<file path="src/rtl/wb_queue.sv">
// wb_queue: in-order writeback queue merging ALU results and load returns
// onto the register file's single write port, one retirement per cycle.
// Optional feature macro: WB_PENDING_EN builds the per-register
// outstanding-write bitmap on 'pending'; without it 'pending' is all zeros.
module wb_queue #(
  parameter int pw    = 4,
  parameter int depth = 4
) (
  input  logic                       clk,
  input  logic                       reset,
  input  logic                       mem_valid,
  input  logic [pw-1:0]              mem_addr,
  input  logic [7:0]                 mem_data,
  output logic                       mem_ready,
  input  logic                       alu_valid,
  input  logic [pw-1:0]              alu_addr,
  input  logic [7:0]                 alu_data,
  output logic                       alu_ready,
  output logic                       wr_en,
  output logic [pw-1:0]              wr_addr,
  output logic [7:0]                 dat_in,
  output logic [$clog2(depth):0]     count,
  output logic                       busy,
  output logic [(2**pw)-1:0]         pending
);

  localparam int AW = $clog2(depth);
  localparam int CW = AW + 1;

  logic [pw-1:0] r_addr [depth];
  logic [7:0]    r_data [depth];
  logic [AW-1:0] r_wrPtr;
  logic [AW-1:0] r_rdPtr;
  logic [CW-1:0] r_count;
  logic          r_wrEn;
  logic [pw-1:0] r_wrAddr;
  logic [7:0]    r_datIn;

  logic          w_memPush;
  logic          w_aluPush;
  logic          w_pop;
  logic [AW-1:0] w_aluSlot;

  // Readies look only at registered occupancy; the ALU needs two free slots
  // when a load return is competing for the same edge.
  always_comb begin
    mem_ready = 1'b0;
    alu_ready = 1'b0;
    if (!reset) begin
      mem_ready = (r_count < CW'(depth));
      alu_ready = mem_valid ? (r_count <= CW'(depth - 2)) : (r_count < CW'(depth));
    end
  end

  assign w_memPush = mem_valid & mem_ready;
  assign w_aluPush = alu_valid & alu_ready;
  assign w_pop     = (r_count != '0);
  assign w_aluSlot = r_wrPtr + AW'(w_memPush);

  // Entry storage: the load return takes the tail slot first, the ALU result the next one.
  always_ff @(posedge clk) begin
    if (w_memPush) begin
      r_addr[r_wrPtr] <= mem_addr;
      r_data[r_wrPtr] <= mem_data;
    end
    if (w_aluPush) begin
      r_addr[w_aluSlot] <= alu_addr;
      r_data[w_aluSlot] <= alu_data;
    end
  end

  // Pointers, occupancy and the registered write-port stage; reset discards all entries.
  always_ff @(posedge clk) begin
    if (reset) begin
      r_wrPtr  <= '0;
      r_rdPtr  <= '0;
      r_count  <= '0;
      r_wrEn   <= 1'b0;
      r_wrAddr <= '0;
      r_datIn  <= '0;
    end else begin
      r_wrPtr <= r_wrPtr + AW'(w_memPush) + AW'(w_aluPush);
      r_count <= r_count + CW'(w_memPush) + CW'(w_aluPush) - CW'(w_pop);
      if (w_pop) begin
        r_wrEn   <= 1'b1;
        r_wrAddr <= r_addr[r_rdPtr];
        r_datIn  <= r_data[r_rdPtr];
        r_rdPtr  <= r_rdPtr + AW'(1);
      end else begin
        r_wrEn <= 1'b0;
      end
    end
  end

  assign wr_en   = r_wrEn;
  assign wr_addr = r_wrAddr;
  assign dat_in  = r_datIn;
  assign count   = r_count;
  assign busy    = (r_count != '0) | r_wrEn;

`ifdef WB_PENDING_EN
  logic [(2**pw)-1:0] w_pending;

  // A slot is live when its distance from the head is below the occupancy;
  // the entry sitting in the output stage still counts until it is written.
  always_comb begin
    w_pending = '0;
    for (int i = 0; i < depth; i++) begin
      if ({1'b0, AW'(i) - r_rdPtr} < r_count) begin
        w_pending[r_addr[i]] = 1'b1;
      end
    end
    if (r_wrEn) begin
      w_pending[r_wrAddr] = 1'b1;
    end
  end

  assign pending = w_pending;
`else
  assign pending = '0;
`endif

endmodule

</file>
<file path="config.mk">
export PLATFORM = sky130hd
export DESIGN_NAME = wb_queue
export DESIGN_NICKNAME = d
export VERILOG_FILES = /design/src/rtl/wb_queue.sv
export SDC_FILE = /design/constraint.sdc
export NUM_CORES = 1
export LEC_CHECK = 0
export BUFFER_PORTS_ARGS = -buffer_cell sky130_fd_sc_hd__buf_4
export CORE_UTILIZATION = 50
export CTS_CLUSTER_DIAMETER = 200
export DETAILED_ROUTE_END_ITERATION = 8
export PLACE_DENSITY = 0.79
export SLEW_MARGIN = 20
export SYNTH_ARGS = -nofsm -noshare
export SYNTH_HDL_FRONTEND = slang
export SYNTH_SLANG_ARGS = --single-unit
export TNS_END_PERCENT = 5
</file>
<file path="constraint.sdc">
create_clock -name clk -period 7.2 [get_ports clk]
set_input_delay 1.44 -clock clk [delete_from_list [all_inputs] [get_ports clk]]
set_output_delay 1.44 -clock clk [all_outputs]
set_load 0.02 [all_outputs]
</file>
==> metrics.txt <==
total track usage=19.11%; die width=85.27 microns; Max-Cap Viols=0; LEAKAGE=1.576 nW; XOR/XNOR Fraction of Synth Area=1.263%; largest net degree at the start of global routing=24; sequential fraction of the synthesis area=53.12%; Pre-antenna DRT Iters=4; max_slew headroom=41.89%; Crit. End Element=output port; Die Y=85.27 microns; Worst setup SP type=input port; adder-cell share of the synthesized area=2.598%; Placement Setup Slack=3387 ps; Clock transition at path regs=70 ps; number of post-CTS setup repair buffers=0; Post-CTS Resized=0; CTS Buf Count=9; global-route wire length before repair=10.21 mm; hpwl dp=4.338 mm; placed cell count=356; Worst Path Required=5760 ps; main combinational cell family by area after synthesis=multiplexers; outcome=finished clean; Final Routed Wirelength=6.367 mm; synth warn=0; post-synthesis register bit count=68; post-route setup TNS=0 ps; WS Path Type=input port to output port; Avg Vias per Cell=5.242; Critical Path AT=2120 ps; peak supply drop=172.9 uV; Synth-to-Final Area Change=12.67%; final cell count without fillers=372; PortBufs=46; die area=0.007271 sq mm; Post-synth EDFFs=48; Vias=1950; Core Footprint=0.006531 sq mm; CP Buf/Inv Count=2; Final Max Slew Viols=0; H-tree depth=3; clock tree buffer depth=2; wire per inst=17.12 microns; Starting DRT DRC Count=113; TritonCTS clock tree=yes; Final WS setup=3636 ps; final setup fails=0; family with the most delay on the worst path=simple AND/OR/NAND/NOR gates; Crit path top cell by count=buf_4; simple-gate portion of the synthesized area=6.388%; CTS Hold Bufs=0; multiplexer area fraction after synthesis=25.33%; ANT cells=0; Final Util=59.81%; mapped cell area=0.003467 sq mm; grt ovf=0; vias in the first global route=1946; DRC Markers=0; GP Congestion=0.8151; crit-path cells=buf_4 -> and2_1 -> nor3_1 -> nor2_1 -> buf_4; Crit Path Max Fanout=3; post-route ant nets=0; compound-gate portion of the synthesized area=3.176%; Worst-Margin Slew=870.4 ps; clock root buffer=clkbuf_8; Synth Area per Inst=14.04 sq um; Top FF cell, synth=edfxtp_1; Yosys cell types=35; Layout Skew=4.980 ps; Clock Latency Late Sink=340 ps; nets@finish=324; ys async rst share=0%; initial core utilization=53.08%; initial antenna violation count=0; critical path's slowest cell=nor3_1; RSZ-0062 raised after global routing=no; Fin. Hold Viols=0; Gate Count Post-Synth=247; Final Cycle Share=49.50%; IO Count=63; Hold Crit Class=flip-flop to flip-flop; Rows=29; power per standard cell area=341.8 mW/mm^2; CTS sink count=68; layout cells sized above 1=42.37%; slowest cell delay on critical path=190 ps; Max Fclk=280.6 MHz; Tmin final=3564 ps
==> synth_stat cells, drive strengths merged (2+ instances only) <==
master  count  area share [%]
a21oi      12             1.7
and3        2            0.43
buf        24             6.2
clkbuf      8            0.87
dfxtp      20              12
edfxtp     48              42
fa          2             1.2
ha          4             1.4
inv         9            0.97
mux2       48              18
mux4       12             7.8
nand2      27             2.9
nor2       10             1.1
nor2b       2            0.36
nor3        2            0.29
nor3b       2            0.58
or3         2            0.36
xnor2       2            0.51
xor2        3            0.76
==> final timing paths <==
| check | from | end | slack, ps | depth (start not counted) |
|---|---|---|---|---|
| worst max register to register | count[2] | r_data[2][0] | 4580 | 8 |
| worst min register to register | dat_in[6] | dat_in[6] | 460 | 2 |
| worst max-delay path | mem_valid | alu_ready | 3640 | 5 |
| worst min-delay path | dat_in[6] | dat_in[6] | 460 | 2 |
==> state kept, by name, summed over array words and instances (netlist names) <==
| signal | count |
|---|---|
| count | 3 |
| wr_en | 1 |
| wr_addr | 4 |
| r_wrPtr | 2 |
| r_rdPtr | 2 |
| r_data | 32 |
| dat_in | 8 |
| r_addr | 16 |
==> metal layers <==
metal	global-route usage, %	part of all wire [%]	wire (microns)
met1	24.63	44	2771
met2	30.28	50	3164
met3	4.377	3.7	234
met4	10.15	3.1	196
met5	0	0	0
==> cells by family after synthesis <==
group / after synthesis
other: 1
multiplexers: 60
flip-flops: 68
XOR/XNOR: 5
buffers and inverters: 41
AND/OR/NAND/NOR: 49
adder cells (fa/ha/maj): 6
AO/OA/AOI/OAI: 17
==> placed cells by master (no fill, tap or decap), types with 2 or more instances in the layout <==
cell type and n:
nor2b_1 2, mux4_2 12, buf_4 49, inv_1 8
dfxtp_1 20, a21oi_1 12, nor3_1 2, clkbuf_1 4
ha_1 4, clkbuf_8 10, conb_1 16, xnor2_1 2
mux2_2 28, and3_2 2, xor2_1 3, mux2_4 18
nand2_1 27, clkinv_2 2, fa_1 2, mux2_1 2
nor2_1 10, or3_1 2, edfxtp_1 48
==> cell type report <==
cell class              instances  area (sq um)
clock inverters                 2         10.01
repair buffers                 49         367.9
inverters                       9         33.78
fillers                       528          2625
clock buffers                  14         152.6
well taps                      77         96.34
multi-input cells             153          1404
flip-flops and latches         68          1842
==> where the power goes <==
part	switching [mW]	internal, mW	total (mW)	leakage (nW)
Clock	0.132	0.134	0.266	0.0844
Sequential	0.0699	0.508	0.578	0.603
Combinational	0.251	0.240	0.491	0.888
==> through the flow <==
stage | area [sq um] | total power, mW | hold slack [ps]
after floorplan | 3523 | 0.9315 | 530.2
after global routing | 3906 | 1.412 | 475.2
after CTS | 3906 | 1.346 | 459.9
after detailed placement | 3744 | 1.082 | 450.1
after global placement | 3744 | 1.065 | 445.5
final | 3906 | 1.335 | 459.4
==> worst register-to-register path, stage by stage (launching register included) <==
cell     delay, ps
dfxtp_1        440
inv_1           70
ha_1           180
and2_1         150
o311a_4        400
inv_2           80
or3_1          590
o21ai_0        200
buf_4          250
Power figures use the tool's default switching activity.
